--- src/rtl/count_seq_ctrl.sv ---
// Start/stop controlled up-counter with one-shot and periodic modes.
// Optional tick prescaler enabled by defining COUNT_SEQ_CTRL_PRESCALE_EN.
module count_seq_ctrl #(
    parameter int unsigned WIDTH = 4
) (
    input  logic             clk,
    input  logic             reset,
    input  logic             start,
    input  logic             stop,
    input  logic             mode,
    input  logic [WIDTH-1:0] limit,
`ifdef COUNT_SEQ_CTRL_PRESCALE_EN
    input  logic [1:0]       prescale,
`endif
    output logic [WIDTH-1:0] count,
    output logic             busy,
    output logic             ack,
    output logic             done
);

    typedef enum logic [1:0] {S_IDLE, S_RUN, S_HOLD, S_DONE} state_t;

    state_t           state_q, state_d;
    logic [WIDTH-1:0] count_q, count_d;
    logic [WIDTH-1:0] limit_q, limit_d;
    logic             mode_q, mode_d;
    logic             busy_q, busy_d;
    logic             ack_q, ack_d;
    logic             done_q, done_d;
    logic             tick_c;

`ifdef COUNT_SEQ_CTRL_PRESCALE_EN
    localparam int unsigned PS_W = 2;
    logic [PS_W-1:0] psc_q, psc_d;
    logic [PS_W-1:0] div_q, div_d;

    // A tick fires once the divider has counted through the latched prescale.
    assign tick_c = (div_q == psc_q);
`else
    assign tick_c = 1'b1;
`endif

    always_comb begin
        state_d = state_q;
        count_d = count_q;
        limit_d = limit_q;
        mode_d  = mode_q;
        ack_d   = 1'b0;
        done_d  = 1'b0;
`ifdef COUNT_SEQ_CTRL_PRESCALE_EN
        psc_d   = psc_q;
        div_d   = div_q;
`endif
        case (state_q)
            S_IDLE, S_DONE: begin
                if (start) begin
                    state_d = S_RUN;
                    count_d = '0;
                    limit_d = limit;
                    mode_d  = mode;
                    ack_d   = 1'b1;
`ifdef COUNT_SEQ_CTRL_PRESCALE_EN
                    psc_d   = prescale;
                    div_d   = '0;
`endif
                end
            end
            S_RUN: begin
                // stop outranks both increment and terminal detection
                if (stop) begin
                    state_d = S_HOLD;
                end else begin
`ifdef COUNT_SEQ_CTRL_PRESCALE_EN
                    div_d = tick_c ? '0 : PS_W'(div_q + 1'b1);
`endif
                    if (tick_c) begin
                        if (count_q == limit_q) begin
                            done_d = 1'b1;
                            if (mode_q) begin
                                count_d = '0;
                            end else begin
                                state_d = S_DONE;
                            end
                        end else begin
                            count_d = WIDTH'(count_q + 1'b1);
                        end
                    end
                end
            end
            S_HOLD: begin
                if (stop) begin
                    state_d = S_IDLE;
                    count_d = '0;
                end else if (start) begin
                    state_d = S_RUN;
                    ack_d   = 1'b1;
                end
            end
            default: begin
                state_d = S_IDLE;
                count_d = '0;
            end
        endcase
        busy_d = (state_d == S_RUN) || (state_d == S_HOLD);
    end

    always_ff @(posedge clk or posedge reset) begin
        if (reset) begin
            state_q <= S_IDLE;
            count_q <= '0;
            limit_q <= '0;
            mode_q  <= 1'b0;
            busy_q  <= 1'b0;
            ack_q   <= 1'b0;
            done_q  <= 1'b0;
`ifdef COUNT_SEQ_CTRL_PRESCALE_EN
            psc_q   <= '0;
            div_q   <= '0;
`endif
        end else begin
            state_q <= state_d;
            count_q <= count_d;
            limit_q <= limit_d;
            mode_q  <= mode_d;
            busy_q  <= busy_d;
            ack_q   <= ack_d;
            done_q  <= done_d;
`ifdef COUNT_SEQ_CTRL_PRESCALE_EN
            psc_q   <= psc_d;
            div_q   <= div_d;
`endif
        end
    end

    assign count = count_q;
    assign busy  = busy_q;
    assign ack   = ack_q;
    assign done  = done_q;

endmodule

--- config.mk ---
export PLATFORM = sky130hd
export DESIGN_NAME = count_seq_ctrl
export DESIGN_NICKNAME = d
export VERILOG_FILES = /design/src/rtl/count_seq_ctrl.sv
export SDC_FILE = /design/constraint.sdc
export NUM_CORES = 1
export LEC_CHECK = 0
export ABC_AREA = 1
export CAP_MARGIN = 20
export CORE_MARGIN = 1.5
export CORE_UTILIZATION = 49
export CTS_CLUSTER_DIAMETER = 30
export DETAILED_ROUTE_END_ITERATION = 12
export PLACE_DENSITY = 0.74
export SYNTH_ARGS = -nofsm -noshare
export SYNTH_HDL_FRONTEND = slang
export SYNTH_SLANG_ARGS = --single-unit
--- constraint.sdc ---
create_clock -name clk -period 1.5 [get_ports clk]
set_input_delay 0.3 -clock clk [delete_from_list [all_inputs] [get_ports clk]]
set_output_delay 0.3 -clock clk [all_outputs]
set_load 0.02 [all_outputs]
==> metrics.txt, run 1 <==
Worst EP required 1670 ps; I/O pins 16; Vias/cell approximately 4.9; Seq cells post-synth 14; GRT Max-Usage Layer met2; CTS tree built; Mean Syn Cell Area 7.39 um2; Post-Route WL 1.59 mm; antenna violations before repair 0; Synth Instances ~110; multiplexer area fraction after synthesis 0%; most common cell in the synthesized netlist nand2_1; syn_nets around 120; clk sink count 14; Clk Latency, worst-skew pair around 280 ps; Crit Path Max Fanout 5; # hold bufs at CTS 0; CTS max path bufs 2; CP Launch Type flip-flop; Die Y around 43 um; antenna fix cells 0; number of max-cap violations 0; Synth-to-Final Area Change 29.9%; final-stage net count ~140; Critical Path Slowest Stage Cell dfrtp_1; post-DR wirelength/cell around 11 um; via count ~700; antenna-violating nets left 0; Worst Max-Slew Pin Slew around 320 ps; Multi-input gate area around 380 um2; adder-cell share of the synthesized area 4.75%; commonest cells in the netlist nand2_1, inv_1, dfrtp_1; Filler Cell Count roughly 130; setup repair bufs after CTS 0; YS warnings 0; share of the clock period used by the worst path between 90% and 100%; maximum clock frequency 714 MHz; clk slew on worst S/H paths roughly 90 ps; Max-Slew Margin vs Limit around 80%; PortBufs 15; crit path cell chain inv_1, ha_4, inv_1, o22ai_1, inv_1, nand2_4, nand2_1, nand2_1; largest cells by area after synthesis dfrtp_1, nand2_1, inv_1; Initial DRC Count 7; Worst EP arrival roughly 1600 ps; Synth area leader dfrtp_1; worst hold path type in -> async; Final Skew approximately 2.1 ps; DP Wirelength 1.28 mm; GRT Total Usage 20.4%; die area about 0.0019 mm2; met3 Use GR approximately 3.0%; first-pass GRT wire length about 2.8 mm; Mapped Area 791 um2; Final TNS setup 0 ps; root buffer cell clkbuf_4; sequential fraction of the synthesis area 44.3%; met2 Use GR 33.1%; Pre-antenna DRT Iters 4; Leakage roughly 0.00058 uW; Chip Width 43.2 um; xor-xnor portion of the synthesized cell area between 2 and 2.5%; residual overflow from global routing 0; EDFF count, synth 0; biggest cell delay along the critical path between 300 and 400 ps; vias in the first global route around 680; Worst Path Buf+Inv 3; TritonCTS Buffers 3; layout cell share with drive strength beyond 1 ~12%; final slew viol count 0; grt met1 use between 20 and 30%; critical path capture point type flip-flop; fraction of registers with async set/reset 100%; endpoints failing setup 0; cell repeated most along the worst path inv_1; delay-heaviest family, CP flip-flops; VDD IR max ~0.95 mV; complex-gate fraction of the synthesized area 6.65%; area share of the largest cell type after synthesis about 44%; RSZ-0062 raised after global routing no; hold_ws between 300 and 400 ps; Synth Area in Simple Gates 32.1%; status finished, final reports clean; core area roughly 0.0015 mm2; GPL Wtd Cong roughly 0.9; Sequential Area about 350 um2; remaining routing DRC violations 0; H-tree lvl count 1; effective utilization at floorplan a little over half; largest family of logic cells by synthesized area simple AND/OR/NAND/NOR gates; critical path class reg -> reg; PD cells roughly 1700 mW/mm2; Primary FF master, synth dfrtp_1; largest net degree at the start of global routing 15; final hold violations 0; site row count 14; fin crit period around 1400 ps; post-synth cell types 14
## flip-flops by register name, summed over array words and instances (netlist names)
name,count
ack,1
busy,1
count,4
done,1
limit_q,4
mode_q,1
state_q,2
## placed cells by master, fill, tap and decap left out, drive strengths merged, types with 3 or more instances in the layout
| master | netlist | routed |
|---|---|---|
| inv | 21 | 21 |
| dlygate4sd2 | 0 | 7 |
| clkbuf | 0 | 4 |
| buf | 0 | 3 |
| ha | 3 | 3 |
| dfrtp | 14 | 14 |
| nand2 | 36 | 36 |
| clkdlybuf4s50 | 0 | 8 |
| a21oi | 8 | 8 |
| nand3 | 7 | 7 |
| nor2 | 13 | 13 |
## report_power, final
part	switching, uW	leakage (uW)	internal [uW]
registers	77.3	0.000174	508
clock network	123	0.0000210	148
logic	548	0.000382	344
total	748	0.000577	999
## worst min-delay path: stages
cell and delay (ps):
clkdlybuf4s50_1 390, inv_1 50, buf_4 210
## metrics by stage
step | power [uW] | cells | setup slack (ps) | area, um2 | utilization (%)
6_report | 1750 | 145 | 99.1 | 1030 | 68.2
5_1_grt | 1910 | 145 | 0.558 | 1030 | 68.2
4_1_cts | 1720 | 145 | 23.8 | 1010 | 67.1
3_5_place_dp | 1480 | 141 | -10.9 | 983 | 65.3
3_3_place_gp | 1440 | 141 | 29.1 | 983 | 65.3
2_1_floorplan | 1210 | 107 | 176 | 791 | -
## worst paths after layout
check | startpoint | endpoint | slack [ps] | cells past startpoint
max in group asynchronous | reset | state_q[1]$_DFF_PP0_ | 1030 | 3
min reg2reg | mode_q$_DFFE_PP0P_ | mode_q$_DFFE_PP0P_ | 530 | 2
max | state_q[0]$_DFF_PP0_ | count[1]$_DFFE_PP0P_ | 100 | 8
min | reset | count[2]$_DFFE_PP0P_ | 310 | 3
min in group clk | mode_q$_DFFE_PP0P_ | mode_q$_DFFE_PP0P_ | 530 | 2
max reg2reg | state_q[0]$_DFF_PP0_ | count[1]$_DFFE_PP0P_ | 100 | 8
## area by class of cell
type                       count  share of cell area (%)
clock buffer                   4                    3.53
sequential                    14                    34.1
inverter                      21                    7.67
timing repair buffer          18                    16.0
tap                           16                    1.95
multi-input combinational     72                    36.8
## cell families (layout without fill, tap and decap cells)
group / Yosys count / count (layout)
flip-flops: 14 / 14
AO/OA/AOI/OAI: 10 / 10
XOR/XNOR: 2 / 2
adder cells (fa/ha/maj): 3 / 3
AND/OR/NAND/NOR: 57 / 57
buffers and inverters: 21 / 43
## repair_timing
action | CTS | global route
gates resized for setup | 7 | 2
setup endpoints to repair | 7 | 8
pin swaps | 0 | 0
gates cloned | 0 | 0
## per-layer routing
| layer | vias up | part of all wire, % |
|---|---|---|
| li1 | 368 | - |
| met1 | 319 | 45 |
| met2 | 15 | 50 |
| met3 | 3 | 4.1 |
| met4 | 0 | 1.2 |
| met5 | - | 0 |
Note: power is estimated with default switching activity, not from simulation.
==> run 2: changes to the inputs <==
- HOLD_SLACK_MARGIN: unset -> 0.03
==> results of run 2 <==
Same layout as run 1: the final DEF is identical, and so are final timing and power.
